--- src/rtl/jam_cost_eval.sv ---
// Cost evaluation stage for the 8-worker job-assignment search: owns the current
// permutation, sums its ROM costs and tracks the minimum cost and its multiplicity.
module jam_cost_eval #(
    parameter int COST_W = 7,
    parameter int SUM_W  = 10,
    parameter int CNT_W  = 4
) (
    input  logic              CLK,
    input  logic              RST,
    output logic [2:0]        W,
    output logic [2:0]        J,
    input  logic [COST_W-1:0] Cost,
    output logic [2:0]        perm_out0,
    output logic [2:0]        perm_out1,
    output logic [2:0]        perm_out2,
    output logic [2:0]        perm_out3,
    output logic [2:0]        perm_out4,
    output logic [2:0]        perm_out5,
    output logic [2:0]        perm_out6,
    output logic [2:0]        perm_out7,
    output logic              sort_start,
    input  logic [2:0]        perm_in0,
    input  logic [2:0]        perm_in1,
    input  logic [2:0]        perm_in2,
    input  logic [2:0]        perm_in3,
    input  logic [2:0]        perm_in4,
    input  logic [2:0]        perm_in5,
    input  logic [2:0]        perm_in6,
    input  logic [2:0]        perm_in7,
    input  logic              sort_done,
    output logic [CNT_W-1:0]  MatchCount,
    output logic [SUM_W-1:0]  MinCost,
    output logic              Valid
);
    typedef enum logic [2:0] {ACC, CMP, REQ, WAIT_LO, WAIT_HI, FIN} state_t;

    // Element k of the permutation lives in slice [k].
    localparam logic [7:0][2:0] IDENT = {3'd7, 3'd6, 3'd5, 3'd4, 3'd3, 3'd2, 3'd1, 3'd0};
    localparam logic [7:0][2:0] DESC  = {3'd0, 3'd1, 3'd2, 3'd3, 3'd4, 3'd5, 3'd6, 3'd7};

    state_t            state_q;
    logic [7:0][2:0]   perm_q;
    logic [7:0][2:0]   perm_in_w;
    logic [2:0]        idx_q;
    logic [2:0]        j_q;
    logic [SUM_W-1:0]  sum_q;
    logic [SUM_W-1:0]  sum_d;
    logic [SUM_W-1:0]  min_q;
    logic [CNT_W-1:0]  cnt_q;
    logic              start_q;
    logic              valid_q;

    assign perm_in_w = {perm_in7, perm_in6, perm_in5, perm_in4,
                        perm_in3, perm_in2, perm_in1, perm_in0};
    assign sum_d     = sum_q + {{(SUM_W-COST_W){1'b0}}, Cost};

    assign {perm_out7, perm_out6, perm_out5, perm_out4,
            perm_out3, perm_out2, perm_out1, perm_out0} = perm_q;

    // The ROM address is the registered index itself, so it is only 7 during the last ACC cycle.
    assign W          = idx_q;
    assign J          = j_q;
    assign sort_start = start_q;
    assign MinCost    = min_q;
    assign MatchCount = cnt_q;
    assign Valid      = valid_q;

    always_ff @(posedge CLK or negedge RST) begin
        if (!RST) begin
            state_q <= ACC;
            perm_q  <= IDENT;
            idx_q   <= 3'd0;
            j_q     <= 3'd0;
            sum_q   <= '0;
            min_q   <= '1;
            cnt_q   <= '0;
            start_q <= 1'b0;
            valid_q <= 1'b0;
        end else begin
            case (state_q)
                ACC: begin
                    sum_q <= sum_d;
                    // idx wraps 7 -> 0, which also preloads the address for the next pass.
                    idx_q <= idx_q + 3'd1;
                    j_q   <= perm_q[idx_q + 3'd1];
                    if (idx_q == 3'd7)
                        state_q <= CMP;
                end
                CMP: begin
                    if (sum_q < min_q) begin
                        min_q <= sum_q;
                        cnt_q <= {{(CNT_W-1){1'b0}}, 1'b1};
                    end else if (sum_q == min_q && cnt_q != '1) begin
                        cnt_q <= cnt_q + 1'b1;
                    end
                    sum_q <= '0;
                    idx_q <= 3'd0;
                    if (perm_q == DESC) begin
                        state_q <= FIN;
                        valid_q <= 1'b1;
                    end else begin
                        state_q <= REQ;
                        start_q <= 1'b1;
                    end
                end
                REQ: begin
                    start_q <= 1'b0;
                    state_q <= WAIT_LO;
                end
                WAIT_LO: begin
                    // A sorter still showing done here has not yet accepted the request.
                    if (!sort_done)
                        state_q <= WAIT_HI;
                end
                WAIT_HI: begin
                    if (sort_done) begin
                        perm_q  <= perm_in_w;
                        j_q     <= perm_in_w[0];
                        idx_q   <= 3'd0;
                        state_q <= ACC;
                    end
                end
                FIN: begin
                    valid_q <= 1'b0;
                end
                default: state_q <= ACC;
            endcase
        end
    end
endmodule

--- config.mk ---
export PLATFORM = sky130hd
export DESIGN_NAME = jam_cost_eval
export DESIGN_NICKNAME = d
export VERILOG_FILES = /design/src/rtl/jam_cost_eval.sv
export SDC_FILE = /design/constraint.sdc
export NUM_CORES = 1
export LEC_CHECK = 0
export ABC_AREA = 1
export BUFFER_PORTS_ARGS = -buffer_cell sky130_fd_sc_hd__buf_2
export CAP_MARGIN = 20
export CORE_MARGIN = 1.5
export CORE_UTILIZATION = 55
export DETAILED_ROUTE_END_ITERATION = 10
export GPL_ROUTABILITY_DRIVEN = 0
export HOLD_SLACK_MARGIN = 0.08
export PLACE_DENSITY = 0.83
export SETUP_SLACK_MARGIN = 0.15
export SYNTH_ARGS = -nofsm -noshare
export SYNTH_HDL_FRONTEND = slang
export SYNTH_SLANG_ARGS = --single-unit
--- constraint.sdc ---
create_clock -name CLK -period 2.25 [get_ports CLK]
set_input_delay 0.1125 -clock CLK [delete_from_list [all_inputs] [get_ports CLK]]
set_output_delay 0.1125 -clock CLK [all_outputs]
set_load 0.01 [all_outputs]
==> metrics.cfg <==
[route]
antenna_left=0
num_vias=3429
first_pass_iters=5
drt_wl_total_mm=8.95
drt_iter0_drc=223
top_layer_used=met4
viasPerCell=5.23
wire_per_inst_um=13.6
wl_met2_mm=4.63
drc=0
wl_met1_mm=3.55
wl_met3_um=502

[clock_network]
cts_tree=yes
cts_buffer_depth=2
root_buffer=clkbuf_8
cts_setup_buffers=0
clkLatencyLatePin_ps=340
clock_sinks=59
numCtsBuffers=9
htree_levels=3
clk_transition_reported_paths_ps=60

[cells_and_area]
utilization=0.710
final_common_cell=nand2_1
drive_above_1_share=0.252
final_cell_mix=nand2_1, buf_2, inv_1
areaGrowthSynthToFinish_pct=25.9
fin_nets=629
diodes=0

[run]
drv_cap=0

[timing]
fin_crit_sh=0.839
slew_violations=0
finalHoldViolCount=0
worst_clock_skew_ps=6.51
fin_crit_ps=1890
max_freq_mhz=530
finalSetupViolCount=0
relSlewSlack=0.746
finalSetupTns_ps=0
grt_setup_unrepaired=false
tightest_slew_ps=381

[critical_path]
cp_num_buf_inv=3
cp_slowest_cell=dfstp_2
crit_arrival_ps=2110
r2r-end=MatchCount[1]
path_class=register to register
critPathTopFamily=flip-flops
critPathCaptureType=register
required_ps=2470
reg2reg_from=MinCost[8]
crit_chain=inv_1 > ha_1 > nand2_1 > inv_1 > a21oi_1 > nand4_4 > buf_8 > nand3_1 > nand2_1
reg2reg_slack_ps=360
path_max_fanout=24
crit_path_max_incr_delay_ps=540
ff2ff_path_depth=9
startpoint_type=register

[grt]
grt_max_degree=28
grt-ovfl-total=0
grt_pass1_wl_mm=15.0
grt_pass1_vias=3390
grt_util_all_layers=0.272
antenna_found_initial=0

[die]
die_area_mm2=0.00693
num_rows=29
io_pins=80
fp.dieH_um=83.2
core_mm2=0.00628
initial_utilization=0.564
die_w_um=83.2

[synthesis]
synth_warnings=0
synth_area_per_cell_um2=7.63
syn_inst=464
ys_types=30
synth.cell_area_mm2=0.00354
ys_ff_latch=59
ys_seq_area_frac=0.425
syn_nets=519

[power]
p_per_area_mw_per_mm2=1450
p_leak_nw=2.40
ir_drop_mv=0.898

[worst_hold_path]
min_from=sort_done
worst_hold_path_type=input pin to register
min_to=state_q[1]
hold_path_depth=3

[outcome]
status=completed

[placed_design]
numPortBuffers=79
dp_hpwl_mm=6.25

[cell usage after synthesis]
cell type  count  area share
fa_1           1      0.0057
nor2_8         1      0.0057
o21ai_2       10       0.025
clkinv_4       1      0.0025
o211ai_1       2      0.0042
o22ai_1        4      0.0071
nand4_4        1      0.0060
nand4_1       10       0.018
buf_2          8       0.011
a21o_1         2      0.0042
buf_6          3      0.0095
nor3_1         5      0.0071
or2_2          2      0.0035
nand2_2        1      0.0018
nand3_1       41       0.058
xor2_1         3      0.0074
ha_1          20       0.071
a21oi_1       10       0.014
o21ai_1        6      0.0085
o21ai_0       13       0.018
nor2_2         1      0.0018
dfrtp_1       37        0.26
a21boi_0       1      0.0021
nand2_1      170        0.18
nor2_4         2      0.0064
nor2_1        28       0.030
dfstp_2       22        0.16
nand2_4        2      0.0064
inv_2          3      0.0032
inv_1         54       0.057
[per-stage QoR]
step	hold slack (ps)	setup WS [ps]	std cells	power, mW	instance area (µm²)
floorplan	-183	442	464	4.44	3540
global placement	51.5	327	615	5.28	4000
detailed placement	54.7	261	615	5.40	4000
CTS	83.0	242	656	6.40	4440
global route	118	167	656	7.02	4460
finish	100	362	656	6.45	4460
[flip-flops by register name (all words and copies together), names as in the netlist, 3 cells and up]
signal	count
perm_out0	3
perm_out5	3
MinCost	10
MatchCount	4
perm_out6	3
perm_out2	3
W	3
J	3
perm_out7	3
perm_out4	3
state_q	3
perm_out3	3
perm_out1	3
sum_q	10
[worst max path at each step]
stage / start / end / slack (ps) / cells past startpoint
CTS: MinCost[8] / MatchCount[0] / 240 / 10
global placement: MinCost[9] / MatchCount[0] / 330 / 10
global route: MinCost[8] / MatchCount[0] / 170 / 10
finish: MinCost[8] / MatchCount[1] / 360 / 9
floorplan: MinCost[9] / MatchCount[1] / 440 / 9
detailed placement: MinCost[8] / MatchCount[0] / 260 / 10
[report_power, final]
part	switching, mW	internal (mW)	leakage [nW]	total, mW
sequential	0.518	1.65	0.697	2.17
combinational	2.09	1.26	1.60	3.35
clock	0.406	0.520	0.0997	0.926
[per-layer routing]
layer  track usage  vias up
met5             0        -
met4         0.111        0
met3        0.0606       29
met2         0.494      134
met1         0.307     1561
li1              -     1705
[worst register-to-register path, delay by kind of cell, from the launching register on]
kind	cells	cell delay (ps)
DFF	1	540
AOI/OAI and AO/OA	1	270
and+or+nand+nor	4	360
adders and majority gates	1	300
buffers and inverters	3	300
[final cells by class]
cell class	count	area, µm²
well taps	77	96.3
flip-flops and latches	59	1500
fillers	502	1820
inverters	58	223
clock buffers	15	186
clock inverters	1	5.00
repair buffers	110	698
multi-input cells	336	1740
[what timing repair did]
item,CTS,global route
hold endpoints to repair,40,0
endpoints found under the setup margin,0,14
hold buffers,25,0
gates resized for setup,0,3
[logic make-up after synthesis]
| family | Yosys count | synth area share |
|---|---|---|
| AO/OA/AOI/OAI | 48 | 0.0834 |
| XOR/XNOR | 3 | 0.00742 |
| adder cells (fa/ha/maj) | 21 | 0.0764 |
| buffers and inverters | 69 | 0.0838 |
| flip-flops | 59 | 0.425 |
| AND/OR/NAND/NOR | 264 | 0.324 |
No activity file was read; power rests on OpenSTA's default activity.
